===== config.mk =====
export PLATFORM = sky130hd
export DESIGN_NAME = mac2_job_scheduler_flat
export DESIGN_NICKNAME = d
export VERILOG_FILES = /design/src/rtl/mac2_job_scheduler_pkg.sv /design/src/rtl/mac2_job_scheduler_if.sv /design/src/rtl/mac2_job_scheduler_addr_gen.sv /design/src/rtl/mac2_job_scheduler.sv /design/src/flat_wrapper.sv
export SDC_FILE = /design/constraint.sdc
export NUM_CORES = 1
export LEC_CHECK = 0
export ABC_AREA = 1
export CAP_MARGIN = 20
export CORE_MARGIN = 1
export CORE_UTILIZATION = 52
export DETAILED_ROUTE_END_ITERATION = 8
export GPL_TIMING_DRIVEN = 1
export PLACE_DENSITY = 0.9
export REMOVE_ABC_BUFFERS = 1
export SLEW_MARGIN = 10
export SYNTH_ARGS = -nofsm -noshare
export SYNTH_HDL_FRONTEND = slang
export SYNTH_SLANG_ARGS = --single-unit

===== constraint.sdc =====
create_clock -name i_clk -period 3.1 [get_ports i_clk]
set_clock_uncertainty 0.05 [all_clocks]
set_input_delay 0.93 -clock i_clk [delete_from_list [all_inputs] [get_ports i_clk]]
set_output_delay 0.93 -clock i_clk [all_outputs]
set_load 0.02 [all_outputs]

===== src/rtl/mac2_job_scheduler_pkg.sv =====
// rtl/mac2_job_scheduler_pkg.sv - shared state encoding and default widths for the MAC2 job scheduler
package mac2_sched_pkg;

  localparam int DEF_ADDR_WIDTH     = 8;
  localparam int DEF_COUNT_WIDTH    = 8;
  localparam int DEF_TIMEOUT_CYCLES = 64;

  typedef enum logic [2:0] {
    IDLE,
    CLEAR,
    ISSUE,
    WAIT,
    ADVANCE,
    COMPLETE
  } state_e;

endpackage


===== src/rtl/mac2_job_scheduler_if.sv =====
// rtl/mac2_job_scheduler_if.sv - control/address pins between the scheduler and one MAC2 unit
interface mac2_job_scheduler_if
  import mac2_sched_pkg::*;
#(
  parameter int ADDR_WIDTH = DEF_ADDR_WIDTH
);

  logic                  mac_rst;
  logic                  mac_start;
  logic                  mac_done;
  logic [ADDR_WIDTH-1:0] mac_a_addr;
  logic [ADDR_WIDTH-1:0] mac_kernel_addr;
  logic [ADDR_WIDTH-1:0] mac_output_addr;

  modport master (
    output mac_rst, mac_start, mac_a_addr, mac_kernel_addr, mac_output_addr,
    input  mac_done
  );

  modport slave (
    input  mac_rst, mac_start, mac_a_addr, mac_kernel_addr, mac_output_addr,
    output mac_done
  );

endinterface


===== src/rtl/mac2_job_scheduler_addr_gen.sv =====
// rtl/mac2_job_scheduler_addr_gen.sv - batch config latch, job counter and per-job address stepping
module mac2_sched_addr_gen
  import mac2_sched_pkg::*;
#(
  parameter int ADDR_WIDTH  = DEF_ADDR_WIDTH,
  parameter int COUNT_WIDTH = DEF_COUNT_WIDTH
) (
  input  logic                   i_clk,
  input  logic                   i_rst,
  input  logic                   i_load,
  input  logic                   i_advance,
  input  logic [ADDR_WIDTH-1:0]  i_a_base,
  input  logic [ADDR_WIDTH-1:0]  i_a_stride,
  input  logic [ADDR_WIDTH-1:0]  i_kernel_addr,
  input  logic [ADDR_WIDTH-1:0]  i_out_base,
  input  logic [COUNT_WIDTH-1:0] i_count,
  output logic [COUNT_WIDTH-1:0] o_job_idx,
  output logic [ADDR_WIDTH-1:0]  o_a_addr,
  output logic [ADDR_WIDTH-1:0]  o_kernel_addr,
  output logic [ADDR_WIDTH-1:0]  o_out_addr,
  output logic                   o_last
);

  localparam logic [ADDR_WIDTH-1:0]  A_ONE = ADDR_WIDTH'(1);
  localparam logic [COUNT_WIDTH-1:0] C_ONE = COUNT_WIDTH'(1);

  logic [ADDR_WIDTH-1:0]  r_stride;
  logic [COUNT_WIDTH-1:0] r_count;
  logic [COUNT_WIDTH-1:0] r_job_idx;
  logic [ADDR_WIDTH-1:0]  r_a_addr;
  logic [ADDR_WIDTH-1:0]  r_kernel_addr;
  logic [ADDR_WIDTH-1:0]  r_out_addr;

  // Address sums wrap naturally at ADDR_WIDTH bits.
  always_ff @(posedge i_clk) begin
    if (i_rst) begin
      r_stride      <= '0;
      r_count       <= '0;
      r_job_idx     <= '0;
      r_a_addr      <= '0;
      r_kernel_addr <= '0;
      r_out_addr    <= '0;
    end else if (i_load) begin
      r_stride      <= i_a_stride;
      r_count       <= i_count;
      r_job_idx     <= '0;
      r_a_addr      <= i_a_base;
      r_kernel_addr <= i_kernel_addr;
      r_out_addr    <= i_out_base;
    end else if (i_advance) begin
      r_job_idx  <= r_job_idx + C_ONE;
      r_a_addr   <= r_a_addr + r_stride;
      r_out_addr <= r_out_addr + A_ONE;
    end
  end

  assign o_job_idx     = r_job_idx;
  assign o_a_addr      = r_a_addr;
  assign o_kernel_addr = r_kernel_addr;
  assign o_out_addr    = r_out_addr;
  assign o_last        = (r_job_idx == (r_count - C_ONE));

endmodule


===== src/rtl/mac2_job_scheduler.sv =====
// rtl/mac2_job_scheduler.sv - sequences a batch of jobs on one MAC2 unit (CLEAR/ISSUE/WAIT/ADVANCE per job)
// Optional per-job WAIT timeout with sticky err: define MAC2_SCHED_TIMEOUT_EN.
module mac2_job_scheduler
  import mac2_sched_pkg::*;
#(
  parameter int ADDR_WIDTH     = DEF_ADDR_WIDTH,
  parameter int COUNT_WIDTH    = DEF_COUNT_WIDTH,
  parameter int TIMEOUT_CYCLES = DEF_TIMEOUT_CYCLES
) (
  input  logic                   i_clk,
  input  logic                   i_rst,
  input  logic                   i_cfg_start,
  input  logic [ADDR_WIDTH-1:0]  i_cfg_a_base,
  input  logic [ADDR_WIDTH-1:0]  i_cfg_a_stride,
  input  logic [ADDR_WIDTH-1:0]  i_cfg_kernel_addr,
  input  logic [ADDR_WIDTH-1:0]  i_cfg_out_base,
  input  logic [COUNT_WIDTH-1:0] i_cfg_count,
  output logic                   o_busy,
  output logic                   o_done,
  output logic                   o_err,
  output logic [COUNT_WIDTH-1:0] o_job_idx,
  mac2_job_scheduler_if.master   mac
);

  state_e                r_state;
  state_e                w_next_state;
  logic                  w_load;
  logic                  w_advance;
  logic                  w_last;
  logic                  w_timeout;
  logic [ADDR_WIDTH-1:0] w_a_addr;
  logic [ADDR_WIDTH-1:0] w_kernel_addr;
  logic [ADDR_WIDTH-1:0] w_out_addr;

  assign w_load    = (r_state == IDLE) && i_cfg_start;
  assign w_advance = (r_state == ADVANCE) && !w_last;

  mac2_sched_addr_gen #(
    .ADDR_WIDTH  (ADDR_WIDTH),
    .COUNT_WIDTH (COUNT_WIDTH)
  ) u_addr_gen (
    .i_clk         (i_clk),
    .i_rst         (i_rst),
    .i_load        (w_load),
    .i_advance     (w_advance),
    .i_a_base      (i_cfg_a_base),
    .i_a_stride    (i_cfg_a_stride),
    .i_kernel_addr (i_cfg_kernel_addr),
    .i_out_base    (i_cfg_out_base),
    .i_count       (i_cfg_count),
    .o_job_idx     (o_job_idx),
    .o_a_addr      (w_a_addr),
    .o_kernel_addr (w_kernel_addr),
    .o_out_addr    (w_out_addr),
    .o_last        (w_last)
  );

`ifdef MAC2_SCHED_TIMEOUT_EN
  localparam int WCW = $clog2(TIMEOUT_CYCLES + 1);

  logic [WCW-1:0] r_wait_cnt;
  logic           r_err;

  // Fires on the last permitted WAIT cycle so exactly TIMEOUT_CYCLES WAIT cycles elapse.
  assign w_timeout = (r_state == WAIT) && !mac.mac_done &&
                     (r_wait_cnt == WCW'(TIMEOUT_CYCLES - 1));

  always_ff @(posedge i_clk) begin
    if (i_rst) begin
      r_wait_cnt <= '0;
      r_err      <= 1'b0;
    end else begin
      r_wait_cnt <= (r_state == WAIT) ? r_wait_cnt + WCW'(1) : '0;
      if (w_load)
        r_err <= 1'b0;
      else if (w_timeout)
        r_err <= 1'b1;
    end
  end

  assign o_err = r_err;
`else
  assign w_timeout = 1'b0;
  assign o_err     = 1'b0;
`endif

  always_ff @(posedge i_clk) begin
    if (i_rst)
      r_state <= IDLE;
    else
      r_state <= w_next_state;
  end

  always_comb begin
    w_next_state = r_state;
    case (r_state)
      IDLE:     if (i_cfg_start) w_next_state = (i_cfg_count == '0) ? COMPLETE : CLEAR;
      CLEAR:    w_next_state = ISSUE;
      ISSUE:    w_next_state = WAIT;
      WAIT: begin
        if (mac.mac_done)
          w_next_state = ADVANCE;
        else if (w_timeout)
          w_next_state = COMPLETE;
      end
      ADVANCE:  w_next_state = w_last ? COMPLETE : CLEAR;
      COMPLETE: w_next_state = IDLE;
      default:  w_next_state = IDLE;
    endcase
  end

  always_comb begin
    o_busy        = (r_state != IDLE);
    o_done        = (r_state == COMPLETE);
    mac.mac_rst   = (r_state == CLEAR);
    mac.mac_start = (r_state == ISSUE);
  end

  assign mac.mac_a_addr      = w_a_addr;
  assign mac.mac_kernel_addr = w_kernel_addr;
  assign mac.mac_output_addr = w_out_addr;

endmodule


===== src/flat_wrapper.sv =====
// flat-port wrapper written by rule: the top's interface ports become plain ports
module mac2_job_scheduler_flat import mac2_sched_pkg::*;
#(
  parameter int ADDR_WIDTH     = DEF_ADDR_WIDTH,
  parameter int COUNT_WIDTH    = DEF_COUNT_WIDTH,
  parameter int TIMEOUT_CYCLES = DEF_TIMEOUT_CYCLES
)
  (i_clk, i_rst, i_cfg_start, i_cfg_a_base, i_cfg_a_stride, i_cfg_kernel_addr, i_cfg_out_base, i_cfg_count, o_busy, o_done, o_err, o_job_idx, mac_mac_rst, mac_mac_start, mac_mac_a_addr, mac_mac_kernel_addr, mac_mac_output_addr, mac_mac_done);
  mac2_job_scheduler_if #(.ADDR_WIDTH(ADDR_WIDTH)) mac_i ();
  input  logic i_clk;
  input  logic i_rst;
  input  logic i_cfg_start;
  input  logic [ADDR_WIDTH-1:0] i_cfg_a_base;
  input  logic [ADDR_WIDTH-1:0] i_cfg_a_stride;
  input  logic [ADDR_WIDTH-1:0] i_cfg_kernel_addr;
  input  logic [ADDR_WIDTH-1:0] i_cfg_out_base;
  input  logic [COUNT_WIDTH-1:0] i_cfg_count;
  output logic o_busy;
  output logic o_done;
  output logic o_err;
  output logic [COUNT_WIDTH-1:0] o_job_idx;
  output wire logic [$bits(mac_i.mac_rst)-1:0] mac_mac_rst;
  output wire logic [$bits(mac_i.mac_start)-1:0] mac_mac_start;
  output wire logic [$bits(mac_i.mac_a_addr)-1:0] mac_mac_a_addr;
  output wire logic [$bits(mac_i.mac_kernel_addr)-1:0] mac_mac_kernel_addr;
  output wire logic [$bits(mac_i.mac_output_addr)-1:0] mac_mac_output_addr;
  input wire logic [$bits(mac_i.mac_done)-1:0] mac_mac_done;
  assign mac_mac_rst = mac_i.mac_rst;
  assign mac_mac_start = mac_i.mac_start;
  assign mac_mac_a_addr = mac_i.mac_a_addr;
  assign mac_mac_kernel_addr = mac_i.mac_kernel_addr;
  assign mac_mac_output_addr = mac_i.mac_output_addr;
  assign mac_i.mac_done = mac_mac_done;
  mac2_job_scheduler #(.ADDR_WIDTH(ADDR_WIDTH), .COUNT_WIDTH(COUNT_WIDTH), .TIMEOUT_CYCLES(TIMEOUT_CYCLES)) u_core (.i_clk(i_clk), .i_rst(i_rst), .i_cfg_start(i_cfg_start), .i_cfg_a_base(i_cfg_a_base), .i_cfg_a_stride(i_cfg_a_stride), .i_cfg_kernel_addr(i_cfg_kernel_addr), .i_cfg_out_base(i_cfg_out_base), .i_cfg_count(i_cfg_count), .o_busy(o_busy), .o_done(o_done), .o_err(o_err), .o_job_idx(o_job_idx), .mac(mac_i));
endmodule

==> results.cfg <==
[routing]
route.detailed.drc = 0
finalWirelength_um = 7600
drtAntennaViolNets = 0
dr.pass1.iters = 5
drtIter0Drc = 202
vias = 3132
wire_per_inst_um = 13.1
viasPerCell = 5.39

[synth]
synth_cell_types = 36
ys_seq_area_frac = 0.344
async_flop_share = 0
synth_warnings = 0
netlist_instances = 439
syn_area_um2 = 2970
syn_avg_cell_area_um2 = 6.77
synth_edf_count = 0
ys_seq_elements = 51
ys.flop_type = dfxtp_1

[outcome]
status = finished, final reports clean

[worst_setup_path]
critPathMaxFanout = 5
rr_endpoint = u_core.u_addr_gen.o_a_addr[1]
reg2reg_slack_ps = 480
required_ps = 2120
rr_startpoint = u_core.u_addr_gen.r_count[0]
startpoint_type = flop
critPathCapture = o_busy
worst_setup_path_end_kind = output port
worst_ep_arrival_time_ps = 1710
worstSetupPathType = flop to output port
rr_worst_depth = 12
critPathLaunch = u_core.r_state[0]

[timing]
tns_ps = 0
hold_slack_ps = 421
post-route-period-util = 0.867
fmax_mhz = 372
slew_headroom = 0.621
rsz0062_at_grt = no
slew_viol_final = 0
worstMarginPinSlew_ps = 567
period_needed_ps = 2690
final_hold_viol_count = 0
finalSetupViolCount = 0

[global_route]
met2_usage = 0.455
grt_max_degree = 60
grt_pass1_wl_um = 12900
use_met3 = 0.0565
grt-ovfl-total = 0
grt_pass1_vias = 2973
use_met1 = 0.315
gr-usage-all-layers = 0.262
grt.busiest_layer = met2
grt_antenna_before_repair = 0

[clocking]
tritoncts = built
cts_max_level = 2
cts_buffers = 5
cts_setup_buffers = 0
clockBufferDepth = 2
cts_root_buffer = clkbuf_8
cts-resized-gates = 0
cts.sinks = 51
hold_buffers = 0
clk_pin_slew_ps = 100
clk_latency_ps = 300

[power]
ir_drop_mv = 0.266
power_uw = 1780
p_leak_uw = 0.00158
p_per_area_nw_per_um2 = 456

[worst_hold_path]
hold_depth = 2
hold_class = flop to flop

[die]
dieArea_um2 = 6020
coreArea_um2 = 5510
fp-row-count = 27
io_pins = 81
start_util = 0.540
die_w_um = 77.6
die_height_um = 77.6

[finish]
fin_nets = 563
antenna_cells = 0
areaGrowthSynthToFinish_pct = 31.1
final_cell_area_um2 = 3890
drive_above_1_share = 0.0609
fillers = 450
final_core_util = 0.707

[flow_run]
max-cap-violations = 0

[placed_design]
io_buffers = 79
placed_area_um2 = 3780
gp_congestion = 0.940
dp_hpwl_um = 5530
## worst min path at each step
stage	slack, ps	start	to
after floorplan	390	u_core.u_addr_gen.r_stride[0]	u_core.u_addr_gen.r_stride[0]
after global placement	400	u_core.u_addr_gen.o_kernel_addr[6]	u_core.u_addr_gen.o_kernel_addr[6]
after detailed placement	410	u_core.u_addr_gen.o_kernel_addr[0]	u_core.u_addr_gen.o_kernel_addr[0]
after CTS	420	u_core.u_addr_gen.o_kernel_addr[0]	u_core.u_addr_gen.o_kernel_addr[0]
after global routing	460	u_core.u_addr_gen.r_stride[2]	u_core.u_addr_gen.r_stride[2]
final	420	u_core.u_addr_gen.o_kernel_addr[0]	u_core.u_addr_gen.o_kernel_addr[0]
## cell usage after synthesis, types with 5 or more instances
cell        n  share of area
nand2_1   124           0.16
a21oi_1    56          0.094
dfxtp_1    51           0.34
nand3_1    42          0.071
inv_1      37          0.047
nor2_1     22          0.028
o21ai_0    19          0.032
ha_1       10          0.042
buf_2       8          0.013
xor2_1      8          0.024
clkbuf_1    7         0.0088
xnor2_1     7          0.021
nor3_1      5         0.0084
## power by group
group          switching (uW)  internal, uW
clock network             224           241
logic                     314           236
registers                52.4           708
## area by class of cell
type,count,area [um2],share of cell area
Clock buffer,5,68.8,0.0177
Clock inverter,3,43.8,0.0112
Inverter,41,154,0.0395
Multi-Input combinational cell,327,1690,0.434
Sequential cell,51,1020,0.262
Tap cell,72,90.1,0.0231
Timing Repair Buffer,82,826,0.212
## worst max-delay path, stage by stage (launching register included)
cell,delay (ps)
dfxtp_1,410
nor2_1,70
inv_1,170
nor2_4,70
inv_1,90
clkdlybuf4s50_1,600
## cells by family (layout without fill, tap and decap cells)
logic type	count (synthesis)	after routing	synth area share
buffers and inverters	61	131	0.0880
muxes	1	1	0.00337
and+or+nand+nor	215	215	0.318
DFF	51	51	0.344
other	1	1	0.00126
xor gates and xnor gates	15	15	0.0442
adders and majority gates	11	11	0.0488
AOI/OAI and AO/OA	84	84	0.153
## metal layers
| metal | vias up | part of all wire |
|---|---|---|
| met1 | 1438 | 0.42 |
| met2 | 119 | 0.50 |
| met5 | - | 0 |
| li1 | 1561 | - |
| met4 | 0 | 0.013 |
| met3 | 14 | 0.064 |
## stage by stage
| step | setup slack (ps) | cells |
|---|---|---|
| after floorplan | 142 | 419 |
| after global routing | 267 | 581 |
| after detailed placement | 506 | 573 |
| after CTS | 418 | 581 |
| after global placement | 554 | 573 |
| final | 412 | 581 |
## registers in the layout, summed over array words and instances, names as in the netlist
name,count
u_core.u_addr_gen.o_a_addr,8
u_core.r_state,3
u_core.u_addr_gen.o_job_idx,8
u_core.u_addr_gen.o_out_addr,8
u_core.u_addr_gen.r_stride,8
u_core.u_addr_gen.r_count,8
u_core.u_addr_gen.o_kernel_addr,8
## placed cells by master (no fill, tap or decap), types with 3 or more instances in the layout
| cell type | n |
|---|---|
| a21oi_1 | 56 |
| clkbuf_8 | 5 |
| clkdlybuf4s50_1 | 79 |
| dfxtp_1 | 51 |
| ha_1 | 10 |
| inv_1 | 37 |
| inv_2 | 4 |
| nand2_1 | 123 |
| nand2_2 | 5 |
| nand3_1 | 42 |
| nand4_1 | 4 |
| nor2_1 | 22 |
| nor2_4 | 3 |
| nor3_1 | 5 |
| o21ai_0 | 19 |
| xnor2_1 | 7 |
| xor2_1 | 8 |
Note: power is estimated with default switching activity, not from simulation.
